### config.mk
export PLATFORM = sky130hd
export DESIGN_NAME = pe_accum_ctrl
export DESIGN_NICKNAME = d
export VERILOG_FILES = /design/src/rtl/pe_pkg.sv /design/src/rtl/pe_token_slot.sv /design/src/rtl/pe_accum_ctrl.sv
export SDC_FILE = /design/constraint.sdc
export NUM_CORES = 1
export LEC_CHECK = 0
export BUFFER_PORTS_ARGS = -buffer_cell sky130_fd_sc_hd__buf_2
export CORE_MARGIN = 3
export CORE_UTILIZATION = 53
export CTS_CLUSTER_SIZE = 25
export DETAILED_ROUTE_END_ITERATION = 8
export HOLD_SLACK_MARGIN = 0.1
export PLACE_DENSITY = 0.83
export SLEW_MARGIN = 20
export SYNTH_ARGS = -nofsm -noshare
export SYNTH_HDL_FRONTEND = slang
export SYNTH_SLANG_ARGS = --single-unit
### constraint.sdc
create_clock -name clk -period 5.6 [get_ports clk]
set_input_delay 0.28 -clock clk [delete_from_list [all_inputs] [get_ports clk]]
set_output_delay 0.28 -clock clk [all_outputs]
set_load 0.1 [all_outputs]
### src/rtl/pe_pkg.sv
// Shared types and select encodings for the PE accumulation sequencer.
// Imported by the token slot and the accumulation controller.
package pe_pkg;

    typedef enum logic [1:0] {
        IDLE = 2'd0,
        RUN  = 2'd1,
        DONE = 2'd2
    } acc_state_e;

    localparam logic SEL_L0    = 1'b0;
    localparam logic SEL_L1    = 1'b1;
    localparam logic SPLIT_FB  = 1'b0;
    localparam logic SPLIT_OUT = 1'b1;

endpackage

### src/rtl/pe_token_slot.sv
// One-entry, one-bit valid/ready holding register.
// A loaded token is held stable until the consumer accepts it.
module pe_token_slot
    import pe_pkg::*;
(
    input  logic clk,
    input  logic rst_n,
    input  logic load,
    input  logic load_data,
    output logic valid,
    input  logic ready,
    output logic data,
    output logic empty
);

    logic valid_q, valid_d;
    logic data_q, data_d;

    // Next-state: a load fills the slot, an accepted token empties it.
    always_comb begin
        valid_d = valid_q;
        data_d  = data_q;
        if (load) begin
            valid_d = 1'b1;
            data_d  = load_data;
        end else if (valid_q && ready) begin
            valid_d = 1'b0;
        end
    end

    // Slot register.
    always_ff @(posedge clk or negedge rst_n) begin
        if (!rst_n) begin
            valid_q <= 1'b0;
            data_q  <= 1'b0;
        end else begin
            valid_q <= valid_d;
            data_q  <= data_d;
        end
    end

    assign valid = valid_q;
    assign data  = data_q;
    assign empty = !valid_q;

endmodule

### src/rtl/pe_accum_ctrl.sv
// Merge/split select sequencer for the PE psum accumulation loop.
// Issues one merge-select and one split-select token per accumulation step.
module pe_accum_ctrl
    import pe_pkg::*;
#(
    parameter int CNT_W   = 8,
    parameter int MAX_ACC = 255
) (
    input  logic             clk,
    input  logic             rst_n,
    input  logic             start,
    input  logic [CNT_W-1:0] cfg_num_acc,
    input  logic [CNT_W-1:0] cfg_num_out,
    output logic             msel_valid,
    input  logic             msel_ready,
    output logic             msel_data,
    output logic             ssel_valid,
    input  logic             ssel_ready,
    output logic             ssel_data,
    output logic             busy,
    output logic             out_done,
    output logic             job_done
);

    localparam logic [CNT_W-1:0] ONE   = CNT_W'(1);
    localparam logic [CNT_W-1:0] MAX_A = CNT_W'(MAX_ACC);

    acc_state_e       state_q, state_d;
    logic [CNT_W-1:0] k_q, k_d;
    logic [CNT_W-1:0] j_q, j_d;
    logic [CNT_W-1:0] acc_q, acc_d;
    logic [CNT_W-1:0] nout_q, nout_d;
    logic [CNT_W-1:0] acc_eff;
    logic [CNT_W-1:0] k_inc;

    logic load;
    logic m_ld_data, s_ld_data;
    logic m_empty, s_empty;
    logic retire, last_k, last_j;

    pe_token_slot u_msel (
        .clk       (clk),
        .rst_n     (rst_n),
        .load      (load),
        .load_data (m_ld_data),
        .valid     (msel_valid),
        .ready     (msel_ready),
        .data      (msel_data),
        .empty     (m_empty)
    );

    pe_token_slot u_ssel (
        .clk       (clk),
        .rst_n     (rst_n),
        .load      (load),
        .load_data (s_ld_data),
        .valid     (ssel_valid),
        .ready     (ssel_ready),
        .data      (ssel_data),
        .empty     (s_empty)
    );

    // Effective accumulation count: zero behaves as one, large values clamp.
    always_comb begin
        acc_eff = cfg_num_acc;
        if (32'(cfg_num_acc) > MAX_ACC) begin
            acc_eff = MAX_A;
        end
        if (cfg_num_acc == '0) begin
            acc_eff = ONE;
        end
    end

    // A step retires once both of its tokens have left their slots.
    assign retire   = (state_q == RUN) && m_empty && s_empty;
    assign last_k   = (k_q == acc_q - ONE);
    assign last_j   = (j_q == nout_q - ONE);
    assign k_inc    = k_q + ONE;
    assign out_done = retire && last_k;
    assign busy     = (state_q == RUN);
    assign job_done = (state_q == DONE);

    // Sequencer: latch config, walk k within j, load each step's tokens.
    always_comb begin
        state_d   = state_q;
        k_d       = k_q;
        j_d       = j_q;
        acc_d     = acc_q;
        nout_d    = nout_q;
        load      = 1'b0;
        m_ld_data = SEL_L0;
        s_ld_data = SPLIT_FB;
        unique case (state_q)
            IDLE: begin
                if (start) begin
                    acc_d  = acc_eff;
                    nout_d = cfg_num_out;
                    k_d    = '0;
                    j_d    = '0;
                    if (cfg_num_out == '0) begin
                        state_d = DONE;
                    end else begin
                        state_d   = RUN;
                        load      = 1'b1;
                        m_ld_data = SEL_L0;
                        s_ld_data = (acc_eff == ONE) ? SPLIT_OUT : SPLIT_FB;
                    end
                end
            end
            RUN: begin
                if (retire) begin
                    if (!last_k) begin
                        k_d       = k_inc;
                        load      = 1'b1;
                        m_ld_data = SEL_L1;
                        s_ld_data = (k_inc == acc_q - ONE) ? SPLIT_OUT : SPLIT_FB;
                    end else begin
                        k_d = '0;
                        if (last_j) begin
                            state_d = DONE;
                        end else begin
                            j_d       = j_q + ONE;
                            load      = 1'b1;
                            m_ld_data = SEL_L0;
                            s_ld_data = (acc_q == ONE) ? SPLIT_OUT : SPLIT_FB;
                        end
                    end
                end
            end
            DONE: begin
                state_d = IDLE;
            end
            default: begin
                state_d = IDLE;
            end
        endcase
    end

    // State, counters and latched configuration.
    always_ff @(posedge clk or negedge rst_n) begin
        if (!rst_n) begin
            state_q <= IDLE;
            k_q     <= '0;
            j_q     <= '0;
            acc_q   <= '0;
            nout_q  <= '0;
        end else begin
            state_q <= state_d;
            k_q     <= k_d;
            j_q     <= j_d;
            acc_q   <= acc_d;
            nout_q  <= nout_d;
        end
    end

endmodule

-- Word level (Yosys, flattened, before mapping)
Cells that the tools add are included.
W data, S select, Z words.
- word-level logic and storage cells: 79
- register bits: 38
- bits of input ports: 21
- output and inout port bits: 7
- reductions and logical operators: 17
- muxes and demuxes: 37
- equality and inequality tests: 12
- add/subtract/negate cells: 4
- operator list (cell ; number):
    $mux W8 ; 7
    $pmux W8 S2 ; 2
    $eq A8 B8 Y1 ; 3
    $mux W1 ; 20
    $add A8 B1 Y8 const B ; 2
    $eq A8 B1 Y1 const B ; 2
    $logic_not A8 Y1 ; 2
    $sub A8 B1 Y8 const B ; 2
    $mux W2 ; 5
    $ne A2 B1 Y1 const B ; 3
    $reduce_bool A2 Y1 ; 3
    $logic_and A1 B1 Y1 ; 5
    $reduce_and A5 Y1 ; 1
    $ne A2 B2 Y1 const B ; 2
    $pmux W1 S2 ; 2
    $pmux W2 S2 ; 1
    $reduce_and A4 Y1 ; 1
    $reduce_and A3 Y1 ; 1
    $eq A2 B1 Y1 const B ; 1
    $eq A2 B2 Y1 const B ; 1
    $logic_not A1 Y1 ; 2
    $logic_not A2 Y1 ; 1
    $reduce_and A2 Y1 ; 1

-- Depth between registers and ports, before layout
Gate-level depths: netlist of the first run.
- depth after elaboration: 7
- depth in mapped cells: 10
- depth with buffers taken out: 9

-- By module
A second synthesis of the first run with hierarchy kept.
- cells, all modules: 283
- area total of the unflattened synthesis: 2449.8 sq um
- modules (own cells, without submodules) (module ; area an instance (sq um) ; cells an instance ; instances ; sequential area each (sq um)):
    pe_accum_ctrl ; 2289.7 ; 273 ; 1 ; 850.8
    pe_token_slot ; 80.1 ; 5 ; 2 ; 50.0

-- Worst setup path before layout of the first run
No wires, ideal clock.
- path kind: reg-to-output
- start point: reg acc_q[0]
- end point: out out_done
- stages on the path, launching flop included: 9
- path buffers: 1
- path slack: 2.151 ns
- arrival time: 3.169 ns
- data required time: 5.320 ns
- cells stage by stage: dfrtp_1 inv_1 ha_1 nor3b_1 xnor2_1 nand2b_1 or4_1 buf_2 nor2_1
- word-level cells in the longest chain between the ends: 3
- RTL lines (element ; RTL line ; RTL):
    start, declared ; pe_accum_ctrl.sv:31 ; logic [CNT_W-1:0] acc_q, acc_d;
    start signal, assigned ; pe_accum_ctrl.sv:145 ; acc_q <= '0;
    start signal, assigned ; pe_accum_ctrl.sv:151 ; acc_q <= acc_d;
    $sub A8 B1 Y8 ; pe_accum_ctrl.sv:76 ; assign last_k = (k_q == acc_q - ONE);
    $eq A8 B8 Y1 ; pe_accum_ctrl.sv:76 ;
    $logic_and A1 B1 Y1 ; pe_accum_ctrl.sv:79 ; assign out_done = retire && last_k;
    end, declared ; pe_accum_ctrl.sv:21 ; output logic out_done,
No other way between the ends.

-- Final worst setup path of the first run
Ends and elaborated chain as after synthesis.

==> summary.txt, run 1 <==
status -> finished, final reports clean
number of global-route vias before repair -> 1906
Crit. End Element -> primary output
slowest CP cell -> or4_1
count of final hold-check violations -> 0
ys flop type -> dfrtp_1
Reg2Reg Depth -> 9
worst-path maximum fanout -> 7
Fin Setup TNS -> 0 ps
1st-iter DRT viols -> 132
initial core utilization -> 0.571
cell area after synthesis -> 2380 sq um
HP Class -> in2async
cell accounting for the most synthesized area -> dfrtp_1
vias -> 2026
TritonCTS clock tree -> built
worst r2r dst -> j_q[7]$_DFFE_PN0P_
Flop pwr share -> 0.380
Final Power -> 1.21 mW
synthesized area per cell -> 8.66 sq um
fillers -> 367
pwr dens -> 460 nW/um^2
Final Cycle Share -> 0.570
startpoint types -> flop
leakage -> 1.20 nW
total gr overflow -> 0
Cell Int Power -> 0.632 mW
Root Buffer -> clkbuf_8
Synth cell types -> 54
die area -> 5330 sq um
DR DRC count -> 0
Post-Synth Simple-Gate Area -> 0.276
clk sinks -> 38
Horiz. Die Dim -> 73.0 um
detailed-route vias per instance -> 5.74
Largest stage delay, worst path -> 660 ps
CP cell instances -> inv_1 > ha_1 > nor3b_1 > xnor2_1 > nand2b_1 > or4_1 > nor2_1 > buf_2
largest net degree at the start of global routing -> 39
IO buf count -> 27
half-perimeter wire length after placement -> 4.04 mm
number of synthesized flops with an enable pin -> 0
Yosys top cell area share -> 0.399
Post-Synth XOR/XNOR Area -> 0.114
classification of the worst setup path -> reg2out
Clock Tree Buf Depth -> 2
part of the Yosys area used for sequential elements -> 0.399
worst r2r src -> nout_q[0]$_DFFE_PN0P_
largest family of logic cells by synthesized area -> simple AND/OR/NAND/NOR gates
layout net count -> 329
Area Growth Syn to Fin -> 10.5%
Cells after Synth -> 275
Ant. Diodes -> 0
mux cell area share after synthesis -> 0.0126
Rows -> 23
syn_nets -> 301
Worst Tran Pin Value -> 927 ps
f_max -> 0.314 GHz
P_sw -> 0.578 mW
Die Ht -> 73.0 um
Total Routing Usage GR -> 0.215
WL per Instance -> 14.8 um
clk_skew -> 9.82 ps
Min Clock Period, post-route -> 3190 ps
WP data required -> 5320 ps
Arr. time, crit path -> 2910 ps
MaxCap Viol Count -> 0
Hold-fix buffers, CTS -> 0
drt first pass iters -> 4
Synth Area in Compound Gates -> 0.145
Routed WL -> 5.23 mm
slew margin rel. -> 0.382
Post-Synth Adder-Cell Area -> 0.0263
peak supply drop -> 0.406 mV
number of synthesized register bits -> 38
R2R setup slack -> 2720 ps
Placeable Area -> 4170 sq um
most frequent cells in the layout -> nand2_1 (57), dfrtp_1 (38), buf_2 (27)
Clock Latency Late Sink -> 290 ps
unrepaired setup endpoints after global routing -> no
Final Max Tran Viols -> 0
first-pass GRT wire length -> 8.85 mm
number of routed nets with antenna violations -> 0
Synth async-reset ratio -> 1.00
clk slew on worst S/H paths -> 60 ps
combinational power share -> 0.479
top area cells in the synthesized netlist -> dfrtp_1 (40%), nand2_1 (9.0%), xnor2_1 (7.4%), xor2_1 (4.0%), o21ai_0 (3.4%)
number of buffers created by CTS -> 5
io pins -> 28
most common cell after layout, fill and taps aside -> nand2_1
Net Sw Frac -> 0.478
setup violators final -> 0
post_cts resized -> 0
H-tree levels -> 2
layout cells sized above 1 -> 0.139
antenna violations before repair -> 0
Post-CTS Setup Repair Bufs -> 0
Clk pwr share -> 0.142
Yosys warning count -> 0
gp weighted congestion -> 0.856
==> layer usage <==
metal  track usage  up-vias  routed length, um
li1              -     1025                  -
met5             0        -                  0
met3        0.0386        9                208
met1         0.313      949               2640
met4        0.0840        0                 97
met2         0.315       43               2280
==> worst max-delay path by stage <==
stage | start | cells after the start | to
floorplan | acc_q[0]$_DFFE_PN0P_ | 8 | out_done
global placement | acc_q[0]$_DFFE_PN0P_ | 8 | out_done
detailed placement | nout_q[0]$_DFFE_PN0P_ | 9 | j_q[7]$_DFFE_PN0P_
CTS | acc_q[0]$_DFFE_PN0P_ | 8 | out_done
global route | acc_q[0]$_DFFE_PN0P_ | 8 | out_done
finish | acc_q[0]$_DFFE_PN0P_ | 8 | out_done
==> metrics by stage <==
step                      setup slack, ps  area [sq um]  hold slack, ps  cells   util
after floorplan                      2150          2380           -15.6    275      -
after global placement               2770          2550             430    346  0.612
after detailed placement             2720          2550             433    346  0.612
after CTS                            2390          2630             116    353  0.631
after global routing                 2210          2630             154    353  0.631
final                                2410          2630            95.5    353  0.631
==> state kept, by name, indices dropped and copies added, names as in the netlist <==
name,count
u_msel.valid,1
u_ssel.data,1
nout_q,8
acc_q,8
j_q,8
k_q,8
u_msel.data,1
u_ssel.valid,1
state_q,2
==> final cells by class <==
cell class,count,area [sq um],area share
sequential,38,951,0.361
multi-input combinational,220,1370,0.519
clock buffer,7,76.3,0.0290
timing repair buffer,27,135,0.0514
tap,50,62.6,0.0238
inverter,11,41.3,0.0157
==> cell families after synthesis <==
group | Yosys count
muxes | 3
AOI/OAI and AO/OA | 50
buffers and inverters | 17
and+or+nand+nor | 131
adders and majority gates | 5
DFF | 38
xor gates and xnor gates | 31
==> Yosys cell counts, types with 2 or more instances <==
cell        n
a2111oi_0   2
a211oi_1    2
a21o_1      4
a21oi_1     5
a31oi_1     2
a32oi_1     2
and2_1      2
clkbuf_1    5
dfrtp_1    38
ha_1        5
inv_1      11
mux2i_1     3
nand2_1    57
nand2b_1    5
nand3_1     9
nand4_1     4
nor2_1     18
nor3_1      9
nor4_1      5
nor4_2      2
o2111ai_1   2
o21ai_0    16
or3_1       3
or4_1       5
xnor2_1    20
xor2_1     11
==> critical path, delay by kind of cell, from the launching register on <==
kind / cells / cell delay [ps]
simple gates: 4 / 1250
flops: 1 / 440
buf+inv: 2 / 550
xor+xnor: 1 / 130
fa+ha+maj: 1 / 260
==> power groups by stage <==
stage	logic [mW]	clock network [mW]	registers [mW]
floorplan	0.376	0	0.535
global placement	0.564	0	0.460
detailed placement	0.578	0	0.462
CTS	0.580	0.179	0.458
global route	0.643	0.187	0.474
finish	0.579	0.171	0.459
Note: power is estimated with default switching activity, not from simulation.
==> run 2, diff against run 1 <==
==> constraint.sdc (replaced) <==
create_clock -name clk -period 3.1 [get_ports clk]
set_input_delay 0.155 -clock clk [delete_from_list [all_inputs] [get_ports clk]]
set_output_delay 0.155 -clock clk [all_outputs]
set_load 0.1 [all_outputs]
==> run 2 against run 1 <==
Against the previous run: combinational power rose by 88%; first-iteration DRC count down 6.1%; sequential share of layout area shrank 3.1 points; register-to-register slack lost 2500 ps; critical path type is now reg2reg.
==> summary.txt, run 2 (synthesized netlist as in run 1, its figures left out) <==
number of routed nets with antenna violations -> 0
Total Routing Usage GR -> 0.238
Root Buffer -> clkbuf_8
Inst Count DP -> 349
Fin Setup TNS -> 0 ps
Reg2Reg Depth -> 9
worst r2r dst -> j_q[7]$_DFFE_PN0P_
antenna violations before repair -> 0
Area Growth Syn to Fin -> 20.8%
setup violators final -> 0
worst r2r src -> nout_q[0]$_DFFE_PN0P_
clk slew on worst S/H paths -> 80 ps
pwr dens -> 813 nW/um^2
half-perimeter wire length after placement -> 4.08 mm
Flop pwr share -> 0.355
f_max -> 0.343 GHz
detailed-route vias per instance -> 5.83
WL per Instance -> 15.5 um
IO buf count -> 27
MaxCap Viol Count -> 0
io pins -> 28
TritonCTS clock tree -> built
DR DRC count -> 0
P_sw -> 1.09 mW
Final Cycle Share -> 0.941
leakage -> 1.31 nW
CP cell instances -> inv_1 > ha_1 > or3b_2 > o31a_1 > o2111ai_1 > a311o_1 > nand4_1 > or4_1 > a21oi_1
Ant. Diodes -> 0
initial core utilization -> 0.571
most common cell after layout, fill and taps aside -> nand2_1
hold endpoint -> acc_q[0]$_DFFE_PN0P_
hold_ws -> 155 ps
Clock Tree Buf Depth -> 2
peak supply drop -> 0.881 mV
combinational power share -> 0.466
clk_skew -> 10.4 ps
Clock Latency Late Sink -> 300 ps
gp weighted congestion -> 0.902
unrepaired setup endpoints after global routing -> no
Routed WL -> 5.80 mm
startpoint types -> flop
Net Sw Frac -> 0.465
drt first pass iters -> 4
HP Class -> in2reg
Cell Int Power -> 1.25 mW
worst-path maximum fanout -> 6
number of global-route vias before repair -> 2086
slew margin rel. -> 0.426
hold path depth -> 3
most frequent cells in the layout -> nand2_1 (57), dfrtp_1 (38), buf_2 (26)
post-layout util -> 0.689
Arr. time, crit path -> 3140 ps
R2R setup slack -> 180 ps
status -> finished, final reports clean
slowest CP cell -> or4_1
Horiz. Die Dim -> 73.0 um
Clk pwr share -> 0.179
vias -> 2187
Post-Place Setup Slack -> 217 ps
Rows -> 23
Largest stage delay, worst path -> 540 ps
Non-Filler Instances -> 375
first-pass GRT wire length -> 9.84 mm
die area -> 5330 sq um
Final Max Tran Viols -> 0
Die Ht -> 73.0 um
Crit. End Element -> flop
H-tree levels -> 2
total gr overflow -> 0
Final WS setup -> 183 ps
Placeable Area -> 4170 sq um
Min Clock Period, post-route -> 2920 ps
number of buffers created by CTS -> 5
WP data required -> 3320 ps
clk sinks -> 38
hold wc startpoint -> cfg_num_acc[0]
classification of the worst setup path -> reg2reg
layout cells sized above 1 -> 0.154
1st-iter DRT viols -> 124
layout net count -> 350
count of final hold-check violations -> 0
Post-CTS Setup Repair Bufs -> 0
Worst Tran Pin Value -> 861 ps
largest net degree at the start of global routing -> 39
-- run 2: cell types whose count changed in the layout (fill, tap and decap cells not counted), sizes merged --
cell / before / now
clkbuf: 7 / 5
dlygate4sd3: 0 / 18
bufinv: 0 / 1
clkinv: 0 / 2
buf: 27 / 30
-- run 2: worst max path at each step --
stage,start,endpoint
after floorplan,acc_q[0]$_DFFE_PN0P_,out_done
after global placement,acc_q[0]$_DFFE_PN0P_,u_ssel.valid$_DFFE_PN0P_
after detailed placement,acc_q[0]$_DFFE_PN0P_,u_msel.valid$_DFFE_PN0P_
after CTS,acc_q[0]$_DFFE_PN0P_,out_done
after global routing,acc_q[0]$_DFFE_PN0P_,out_done
final,nout_q[0]$_DFFE_PN0P_,j_q[7]$_DFFE_PN0P_
-- run 2: power groups by stage --
stage / registers [mW] / clock network [mW] / logic (mW)
floorplan: 0.966 / 0 / 0.683
finish: 0.831 / 0.418 / 1.09
detailed placement: 0.837 / 0 / 1.06
CTS: 0.827 / 0.428 / 1.09
global placement: 0.830 / 0 / 1.04
global route: 0.859 / 0.439 / 1.20
-- run 2: critical path: cells and delay by family, from the launching register on --
kind,cells,cell delay (ps)
fa+ha+maj,1,230
simple gates,3,1240
flops,1,430
compound gates,4,850
buf+inv,1,90
-- run 2: metrics by stage --
step / power (mW) / area (sq um)
after global routing: 2.50 / 2880
after global placement: 1.87 / 2580
after floorplan: 1.65 / 2380
after CTS: 2.34 / 2870
final: 2.34 / 2880
after detailed placement: 1.89 / 2580
-- run 2: what timing repair did --
action | CTS | global route
hold buffers | 18 | 0
resized for setup | 1 | 1
setup endpoints to repair | 1 | 6
endpoints found under the hold margin | 55 | 0
pin swaps | 0 | 0
-- run 2: per-layer routing --
layer / part of all wire / track usage
met5: 0 / 0
met4: 0.017 / 0.0820
met3: 0.062 / 0.0468
met2: 0.46 / 0.379
met1: 0.46 / 0.321
-- run 2: final cells by class --
class / instances / area (sq um)
clock buffer: 5 / 68.8
clock inverter: 3 / 40.0
fill: 328 / 1300
inverter: 11 / 41.3
multi-input combinational: 220 / 1370
sequential: 38 / 951
tap: 50 / 62.6
timing repair buffer: 48 / 340
